`src/rtl/framing_overlap.sv`:
```
// framing_overlap: circular-buffer framer emitting overlapping FRAME_LEN-sample frames,
// consecutive frames starting HOP_LEN samples apart, over a ready/valid output.
module framing_overlap #(
    parameter int unsigned I_BW        = 9,
    parameter int unsigned O_BW        = 16,
    parameter int unsigned FRAME_LEN   = 256,
    parameter int unsigned HOP_LEN     = 128,
    parameter int unsigned BUF_DEPTH   = 384,
    parameter int unsigned CADENCE_CYC = 2
) (
    input  logic            clk_i,
    input  logic            rst_n_i,
    input  logic            en_i,
    input  logic [I_BW-1:0] data_i,
    input  logic            valid_i,
    output logic [O_BW-1:0] data_o,
    output logic            valid_o,
    input  logic            ready_i,
    output logic            last_o,
    output logic            overrun_o
);

    localparam int unsigned PTR_W  = (BUF_DEPTH > 1) ? $clog2(BUF_DEPTH) : 1;
    localparam int unsigned OCC_W  = $clog2(BUF_DEPTH + 1);
    localparam int unsigned ELEM_W = (FRAME_LEN > 1) ? $clog2(FRAME_LEN) : 1;
    localparam int unsigned GAP_W  = (CADENCE_CYC > 2) ? $clog2(CADENCE_CYC - 1) : 1;

    localparam logic [PTR_W-1:0]  PTR_LAST  = PTR_W'(BUF_DEPTH - 1);
    localparam logic [PTR_W:0]    PTR_DEPTH = (PTR_W + 1)'(BUF_DEPTH);
    localparam logic [PTR_W:0]    PTR_HOP   = (PTR_W + 1)'(HOP_LEN);
    localparam logic [OCC_W-1:0]  OCC_FULL  = OCC_W'(BUF_DEPTH);
    localparam logic [OCC_W-1:0]  OCC_FRAME = OCC_W'(FRAME_LEN);
    localparam logic [OCC_W-1:0]  OCC_HOP   = OCC_W'(HOP_LEN);
    localparam logic [ELEM_W-1:0] ELEM_LAST = ELEM_W'(FRAME_LEN - 1);
    localparam logic [GAP_W-1:0]  GAP_LAST  = GAP_W'((CADENCE_CYC > 2) ? (CADENCE_CYC - 2) : 0);

    typedef enum logic [1:0] {
        ST_IDLE,
        ST_FETCH,
        ST_PRESENT,
        ST_GAP
    } state_t;

    state_t            state_q, state_d;
    logic [I_BW-1:0]   mem [BUF_DEPTH];
    logic [PTR_W-1:0]  wr_ptr_q;
    logic [PTR_W-1:0]  base_ptr_q;
    logic [PTR_W-1:0]  rd_ptr_q;
    logic [OCC_W-1:0]  occ_q;
    logic [ELEM_W-1:0] elem_q;
    logic [GAP_W-1:0]  gap_q;
    logic [I_BW-1:0]   rd_data_q;
    logic              overrun_q;

    logic start_frame;
    logic do_fetch;
    logic beat_acc;
    logic frame_rel;
    logic wr_accept;
    logic wr_drop;

    function automatic logic [PTR_W-1:0] ptr_inc(input logic [PTR_W-1:0] p);
        return (p == PTR_LAST) ? '0 : p + PTR_W'(1);
    endfunction

    function automatic logic [PTR_W-1:0] ptr_add_hop(input logic [PTR_W-1:0] p);
        logic [PTR_W:0] s;
        s = {1'b0, p} + PTR_HOP;
        if (s >= PTR_DEPTH) begin
            s = s - PTR_DEPTH;
        end
        return s[PTR_W-1:0];
    endfunction

    always_comb begin
        state_d     = state_q;
        start_frame = 1'b0;
        do_fetch    = 1'b0;
        beat_acc    = 1'b0;
        frame_rel   = 1'b0;
        valid_o     = 1'b0;
        last_o      = 1'b0;
        unique case (state_q)
            ST_IDLE: begin
                if (occ_q >= OCC_FRAME) begin
                    start_frame = 1'b1;
                    state_d     = ST_FETCH;
                end
            end
            ST_FETCH: begin
                do_fetch = 1'b1;
                state_d  = ST_PRESENT;
            end
            ST_PRESENT: begin
                valid_o = 1'b1;
                last_o  = (elem_q == ELEM_LAST);
                if (ready_i) begin
                    beat_acc = 1'b1;
                    if (elem_q == ELEM_LAST) begin
                        frame_rel = 1'b1;
                        state_d   = ST_IDLE;
                    end else begin
                        state_d = (CADENCE_CYC > 1) ? ST_GAP : ST_FETCH;
                    end
                end
            end
            ST_GAP: begin
                if (gap_q == GAP_LAST) begin
                    state_d = ST_FETCH;
                end
            end
            default: state_d = ST_IDLE;
        endcase
    end

    // A release in the same cycle frees HOP_LEN slots, so a write at full occupancy still lands.
    assign wr_accept = en_i & valid_i & ((occ_q != OCC_FULL) | frame_rel);
    assign wr_drop   = en_i & valid_i & (occ_q == OCC_FULL) & ~frame_rel;

    always_ff @(posedge clk_i) begin
        if (wr_accept) begin
            mem[wr_ptr_q] <= data_i;
        end
    end

    always_ff @(posedge clk_i or negedge rst_n_i) begin
        if (!rst_n_i) begin
            state_q    <= ST_IDLE;
            wr_ptr_q   <= '0;
            base_ptr_q <= '0;
            rd_ptr_q   <= '0;
            occ_q      <= '0;
            elem_q     <= '0;
            gap_q      <= '0;
            rd_data_q  <= '0;
            overrun_q  <= 1'b0;
        end else if (!en_i) begin
            state_q    <= ST_IDLE;
            wr_ptr_q   <= '0;
            base_ptr_q <= '0;
            rd_ptr_q   <= '0;
            occ_q      <= '0;
            elem_q     <= '0;
            gap_q      <= '0;
            rd_data_q  <= '0;
            overrun_q  <= 1'b0;
        end else begin
            state_q <= state_d;

            if (wr_accept) begin
                wr_ptr_q <= ptr_inc(wr_ptr_q);
            end
            if (frame_rel) begin
                base_ptr_q <= ptr_add_hop(base_ptr_q);
            end

            unique case ({wr_accept, frame_rel})
                2'b10:   occ_q <= occ_q + OCC_W'(1);
                2'b01:   occ_q <= occ_q - OCC_HOP;
                2'b11:   occ_q <= occ_q + OCC_W'(1) - OCC_HOP;
                default: occ_q <= occ_q;
            endcase

            if (wr_drop) begin
                overrun_q <= 1'b1;
            end

            if (start_frame) begin
                rd_ptr_q <= base_ptr_q;
                elem_q   <= '0;
            end else if (beat_acc && !frame_rel) begin
                rd_ptr_q <= ptr_inc(rd_ptr_q);
                elem_q   <= elem_q + ELEM_W'(1);
            end

            if (state_q == ST_GAP) begin
                gap_q <= gap_q + GAP_W'(1);
            end else begin
                gap_q <= '0;
            end

            if (do_fetch) begin
                rd_data_q <= mem[rd_ptr_q];
            end
        end
    end

    assign data_o    = O_BW'(signed'(rd_data_q));
    assign overrun_o = overrun_q;

endmodule

```
`config.mk`:
```
export PLATFORM = sky130hd
export DESIGN_NAME = framing_overlap
export DESIGN_NICKNAME = d
export VERILOG_FILES = /design/src/rtl/framing_overlap.sv
export SDC_FILE = /design/constraint.sdc
export NUM_CORES = 2
export LEC_CHECK = 0
export ABC_CLOCK_PERIOD_IN_PS = 3650
export CAP_MARGIN = 20
export CORE_MARGIN = 8
export CORE_UTILIZATION = 56
export DETAILED_ROUTE_END_ITERATION = 16
export PLACE_DENSITY = 0.72
export SYNTH_ARGS = -nofsm -noshare
export SYNTH_HDL_FRONTEND = slang
export SYNTH_SLANG_ARGS = --single-unit
```
`constraint.sdc`:
```
create_clock -name clk_i -period 3.65 [get_ports clk_i]
set_input_delay 0.73 -clock clk_i [delete_from_list [all_inputs] [get_ports clk_i]]
set_output_delay 0.73 -clock clk_i [all_outputs]
set_load 0.01 [all_outputs]
```
* Word-level counts from Yosys, hierarchy flattened *
Memories as Yosys holds them, arrays and structs flattened.
Cells that the tools add are included.

operators by class
  $add $sub $neg = 9
  equality and inequality tests = 20
  magnitude comparators = 2
  bitwise logic cells = 6
  reductions and logical operators = 4
  muxes and demuxes = 39

operator list
  operator                                                number
  two-way mux 9 bit                                       13
  adder 9 x 1 -> 9 bit (second input constant)            3
  equality test 9 bit (second input constant)             3
  one-hot mux 9 bit (3 select lines)                      1
  two-way mux 8 bit                                       3
  subtractor 9 x 8 -> 9 bit (second input constant)       2
  two-way mux 1 bit                                       16
  adder 9 x 8 -> 10 bit (second input constant)           1
  >= comparator 10 x 9 -> 1 bit (second input constant)   1
  two-way mux 2 bit                                       5
  >= comparator 9 bit (second input constant)             1
  inequality test 3 bit (second input constant)           3
  inequality test 9 bit (second input constant)           1
  subtractor 9 bit (second input constant)                1
  adder 8 x 1 -> 8 bit (second input constant)            1
  equality test 2 bit (second input constant)             4
  equality test 8 bit (second input constant)             1
  inequality test 2 x 1 -> 1 bit (second input constant)  4
  one-hot mux 2 bit (4 select lines)                      1
  AND 1 bit                                               4
  equality test 2 x 1 -> 1 bit (second input constant)    2
  inequality test 4 x 1 -> 1 bit (second input constant)  1
  inequality test 3 x 1 -> 1 bit (second input constant)  1
  AND reduction 3 bit                                     1
  6 further kinds                                         6

word-level totals
  memory bits (writable) = 3,456
  memories kept = 1
  register bits = 57
  output and inout bits = 19
  input port bits = 14

memory list
  memory  depth  width  rd ports  clocked after memory_dff  write ports  line  text
  mem     384    9      1         0                         1            45    logic [I_BW-1:0] mem [BUF_DEPTH];

* Depth between registers and ports, before layout *
  word-level depth = 9
  mapped depth = 14
  gate-level depth less buffers = 9

* Worst setup path after synthesis *
No wires, ideal clock.

  path kind = reg2reg
  start = reg state_q[0]
  end = mem mem[16][0] (enable)
  data arrival time = 2.843 ns
  required time = 3.276 ns
  setup slack = 0.432 ns
  stages on the path, launching flop included = 12
  path buffers = 2
  cell sequence = dfrtp_1 inv_1 ha_1 nand2_1 nor4_4 or2_0 buf_2 nand2_1 nor2_1 nand3b_1 clkbuf_1 nor2_1

between the ends
  longest elaborated chain between the ends = 6

ends and longest elaborated chain
  element                                  line  text
  start, declared                          44    state_t state_q, state_d;
  start signal, assigned                   148   state_q <= state_d;
  equality test 2 bit                      83    unique case (state_q)
  two-way mux 1 bit                        83
  OR 1 bit                                 117   assign wr_accept = en_i & valid_i & ((occ_q != OCC_FULL) | frame_rel);
  AND 1 bit                                117
  two-way mux 1 bit                        121   if (wr_accept) begin
  two-way mux 1 bit (not written as such)  122   mem[wr_ptr_q] <= data_i;
  end, declared                            45

No other way between the ends.

* Worst setup path after layout *
  start = reg rd_ptr_q[3]
  end = reg rd_data_q[0]

between the ends
  longest elaborated chain between the ends = 3

ends and longest elaborated chain
  element                    line  text
  start, declared            48    logic [PTR_W-1:0] rd_ptr_q;
  start signal, assigned     169   rd_ptr_q <= base_ptr_q;
  start signal, assigned     172   rd_ptr_q <= ptr_inc(rd_ptr_q);
  memory read (384 x 9 bit)  --
  two-way mux 9 bit          182   if (do_fetch) begin
  two-way mux 9 bit          137   end else if (!en_i) begin
  end signal, assigned       183   rd_data_q <= mem[rd_ptr_q];
  end, declared              52    logic [I_BW-1:0] rd_data_q;

No other way between the ends. The select of a mux whose other input is x is not followed.
A chain may end at the register's enable or synchronous reset.

==> implementation parameters <==
Parameter                              Value

Timing
  Highest attainable clock frequency    roughly 270 MHz
  Post-Route Setup TNS    -0.263 ns
  Max-slew violation count    0
  Final clock skew    0.0773 ns
  Slew headroom    20.2%
  Final worst-path setup slack    -0.107 ns
  Final hold vios    0
  Number of failing setup endpoints in the final timing report    3
  Tightest Pin Transition    between 1 and 1.5 ns
  Final critical delay including setup and external delays    3.76 ns
  Final Cycle Share    103%
  Setup repair after global routing missed its margin    no

Global route
  Antenna violations before repair    26
  Vias in the first global route    roughly 76,000
  First-pass GRT wire length    573,000 um
  Residual overflow from global routing    0
  Largest net degree at the start of global routing    between 90 and 100
  Total routing usage reported by global routing    30.5%

Detailed routing
  DRC violation count after routing    0
  Final antenna-violating net count    0
  Iteration-0 DRC count of the detailed router    approximately 14,000
  Total Wirelength    between 400,000 and 500,000 um
  Per-cell via count in the routed design    around 6.8
  Average wire per standard cell    between 30 and 40 um
  Drt pass-1 iters    6
  Routed vias    ~78,000

CTS
  Maximum clock insertion buffer count    4
  Clock tree from TritonCTS    yes
  Insertion delay to the later sink of the worst-skew pair    0.98 ns
  CTS root buffer    sky130_fd_sc_hd__clkbuf_16
  H-tree depth    5
  CTS Buf Count    ~350
  Sinks on Clock Net    3,506
  Clock transition at path regs    ~0.07 ns

Min path
  Hold/Removal Path Class    in -> reg

Synthesis
  Area of the mapped netlist    around 140,000 sq um
  Post-synth cell types    82
  Dominant synthesized flop cell    sky130_fd_sc_hd__edfxtp_1
  Synthesized-area fraction occupied by ao, oa, aoi and oai cells    4.21%
  Combinational family with the most area after synthesis    multiplexers
  EDFF count, synth    about 3,500
  Xor/xnor share of the synthesized area    less than 1%
  Number of instances in the synthesized netlist    around 7,000
  Number of synthesized register bits    3,506
  Fraction of the mapped netlist area in simple logic gates    2.89%
  Net count of the mapped netlist    roughly 7,000
  Cell accounting for the most synthesized area    sky130_fd_sc_hd__edfxtp_1
  Multiplexer fraction of the synthesized cell area    14.3%
  Fraction of post-synthesis cell area in the top cell type by area    75.3%
  Share of synthesized area occupied by flip-flops and latches    76.2%
  Post-synthesis area per instance    19.8 sq um
  Yosys synthesis warning count    0
  Leading cell types by total area after synthesis    sky130_fd_sc_hd__edfxtp_1 75%, sky130_fd_sc_hd__mux4_2 9.6%, sky130_fd_sc_hd__mux2i_1 4.3%
  Synth Area in Adders    less than 1%
  Async SR Flop Fraction    under 10%

Floorplan
  Vertical die dimension    about 510 um
  Die Wd    roughly 510 um
  I/O pin total    33
  Die Footprint    262,000 sq um
  CORE AREA    245,000 sq um
  Number of cell rows    around 180
  Starting density of the core    a little under three fifths

Pwr
  Leak    between 50 and 60 nW
  Switching power share of the total    about a fifth
  Final Total Pwr    between 80 and 90 mW
  Internal Power    64.9 mW
  Register share of total power    between 50 and 60%
  Part of the total power dissipated in combinational logic    1.3%
  Switch Pwr    between 15 and 20 mW
  Peak ir drop on the vdd network    approximately 530 uV
  Clock network power share    43.9%
  Power per unit of standard cell area    504 nW/um^2

Setup path
  Critical path buffers and inverters    2
  Type of element capturing the critical path    register
  Element type at the critical path start    register
  Worst flop-to-flop path startpoint    rd_ptr_q[3]$_DFFE_PN0P_
  Critical Path Stages    9
  Critical path start-end classification    reg -> reg
  Critical Path Start    rd_ptr_q[3]$_DFFE_PN0P_
  Data required, critical path    4.57 ns
  Termination of the worst setup path    rd_data_q[0]$_DFFE_PN0P_
  Critical Path Max Stage Delay    slightly below 0.8 ns
  Largest fanout on the critical path    18
  Crit path arrival time    4.68 ns
  Worst-path cell chain    nor2b_4 > buf_4 > a22o_1 > o21ai_1 > o2111ai_1 > nor3_1 > buf_4 > nor3_2 > a2111o_1
  R2R Setup Slk    -0.11 ns
  Most used cell, CP    sky130_fd_sc_hd__buf_4
  Cell count of the worst reg-to-reg path    9
  Critical Path Slowest Stage Cell    sky130_fd_sc_hd__dfrtp_4
  Terminus of the critical flop-to-flop path    rd_data_q[0]$_DFFE_PN0P_
  Kind of cell adding the most delay to the critical path    simple AND/OR/NAND/NOR gates

Outcome
  Run status    finished, violations left
  Failing checks    setup timing

Final layout
  Total number of nets in the final design    around 8,000
  Signed area change from the synthesized netlist to the final layout    16.3%
  Fraction of final layout cells sized beyond drive strength 1    between 20% and 30%
  Total of fill cells in the finished design    15,566
  Final cell count without fillers    ~11,000

Place
  Worst slack at placement    -0.487 ns
  Count of placed standard cells including taps    10,777
  Routability congestion estimate from global placement    ~0.96
  Input/output buffers    32
  Sum of net half-perimeters after detailed placement    ~260,000 um

Flow run
  Count of maximum capacitance violations    0
metrics by stage:
step / hold slack (ns) / util [%] / area, sq um
6_report: 0.179 / 65.3 / 160000
5_1_grt: 0.145 / 65.3 / 160000
4_1_cts: 0.106 / 65.2 / 160000
3_5_place_dp: 0.440 / 60.6 / 149000
3_3_place_gp: 0.412 / 60.6 / 149000
2_1_floorplan: 0.401 / - / 138000
repair_timing:
item,4_1_cts,5_1_grt
endpoints found under the setup margin,6,8
setup buffers,2,5
gates cloned,0,2
gates resized for setup,22,23
hold buffers,1,0
hold endpoints to repair,31,0
pin swaps,1,2
power groups by stage:
stage	Clock, mW	Sequential (mW)	Combinational, mW
finish	35.4	44.2	1.08
global placement	0	45.1	1.01
global route	37.0	44.2	1.09
CTS	35.5	44.2	1.05
detailed placement	0	45.1	1.05
floorplan	0	45.1	0.0683
layout make-up:
type                    count  area (sq um)  area share, %
repair buffers           1036          9660           6.03
clock buffers             425          9230           5.76
clock inverters           194          1880           1.17
well taps                3220          4030           2.51
diodes                     26          65.1         0.0406
flip-flops and latches   3506        105000           65.6
inverters                  20          87.6         0.0547
multi-input cells        3006         30200           18.9
flip-flops by register name, summed over array words and instances (netlist names):
name,count
rd_data_q,9
occ_q,9
state_q,2
elem_q,8
mem,3456
base_ptr_q,2
gap_q,1
rd_ptr_q,9
overrun_o,1
wr_ptr_q,9
cells in the mapped netlist, drive strengths merged, types with 14 or more instances:
| master | n |
|---|---|
| a211oi | 26 |
| a21oi | 147 |
| a221oi | 39 |
| a22o | 14 |
| a22oi | 69 |
| a31oi | 32 |
| and2 | 31 |
| buf | 237 |
| clkbuf | 204 |
| dfrtp | 50 |
| edfxtp | 3456 |
| ha | 17 |
| inv | 18 |
| mux2 | 30 |
| mux2i | 594 |
| mux4 | 597 |
| nand2 | 180 |
| nand3 | 50 |
| nand4 | 25 |
| nor2 | 491 |
| nor2b | 28 |
| nor3 | 44 |
| o21ai | 109 |
| o221ai | 157 |
| o22ai | 136 |
| o31ai | 17 |
kinds of logic (layout without fill, tap and decap cells):
group           count (synthesis)  after routing
compound gates                833            833
xor+xnor                       20             20
fa+ha+maj                      17             17
buf+inv                       461           1675
flops                        3506           3506
mux                          1221           1221
other cells                     0             26
simple gates                  915            915
cell usage in the layout, fill, tap and decap left out, types with 43 or more instances in the layout:
master / n
sky130_fd_sc_hd__a21oi_1: 145
sky130_fd_sc_hd__a22oi_1: 68
sky130_fd_sc_hd__buf_12: 129
sky130_fd_sc_hd__buf_4: 859
sky130_fd_sc_hd__clkbuf_1: 65
sky130_fd_sc_hd__clkbuf_16: 360
sky130_fd_sc_hd__clkinv_1: 75
sky130_fd_sc_hd__clkinv_2: 60
sky130_fd_sc_hd__dfrtp_1: 43
sky130_fd_sc_hd__edfxtp_1: 3456
sky130_fd_sc_hd__mux2i_1: 593
sky130_fd_sc_hd__mux4_2: 589
sky130_fd_sc_hd__nand2_1: 172
sky130_fd_sc_hd__nand3_1: 46
sky130_fd_sc_hd__nor2_1: 486
sky130_fd_sc_hd__nor3_1: 43
sky130_fd_sc_hd__o21ai_0: 99
sky130_fd_sc_hd__o221ai_1: 157
sky130_fd_sc_hd__o22ai_1: 136
routing by layer:
metal / GRT usage [%] / vias to the layer above / wire, um
met5: 0 / - / 124
met4: 15.5 / 18 / 24400
met3: 8.72 / 1101 / 56300
met2: 45.3 / 6146 / 183000
met1: 41.8 / 39716 / 145000
li1: - / 30680 / -
worst register-to-register path: stages (launching register included):
cell and delay [ns]:
sky130_fd_sc_hd__dfrtp_4 0.79, sky130_fd_sc_hd__nor2b_4 0.58, sky130_fd_sc_hd__buf_4 0.49, sky130_fd_sc_hd__a22o_1 0.33, sky130_fd_sc_hd__o21ai_1 0.15, sky130_fd_sc_hd__o2111ai_1 0.23
sky130_fd_sc_hd__nor3_1 0.13, sky130_fd_sc_hd__buf_4 0.17, sky130_fd_sc_hd__nor3_2 0.66, sky130_fd_sc_hd__a2111o_1 0.18
worst min path at each step:
stage,startpoint,end,slack [ns],depth (start not counted)
after floorplan,gap_q$_DFF_PN0_,gap_q$_DFF_PN0_,0.40,1
after global placement,gap_q$_DFF_PN0_,gap_q$_DFF_PN0_,0.41,1
after detailed placement,gap_q$_DFF_PN0_,gap_q$_DFF_PN0_,0.44,1
after CTS,data_i[2],mem[117][2]$_DFFE_PP_,0.11,1
after global routing,data_i[2],mem[117][2]$_DFFE_PP_,0.14,1
final,data_i[2],mem[117][2]$_DFFE_PP_,0.18,1
Note: power is estimated with default switching activity, not from simulation.
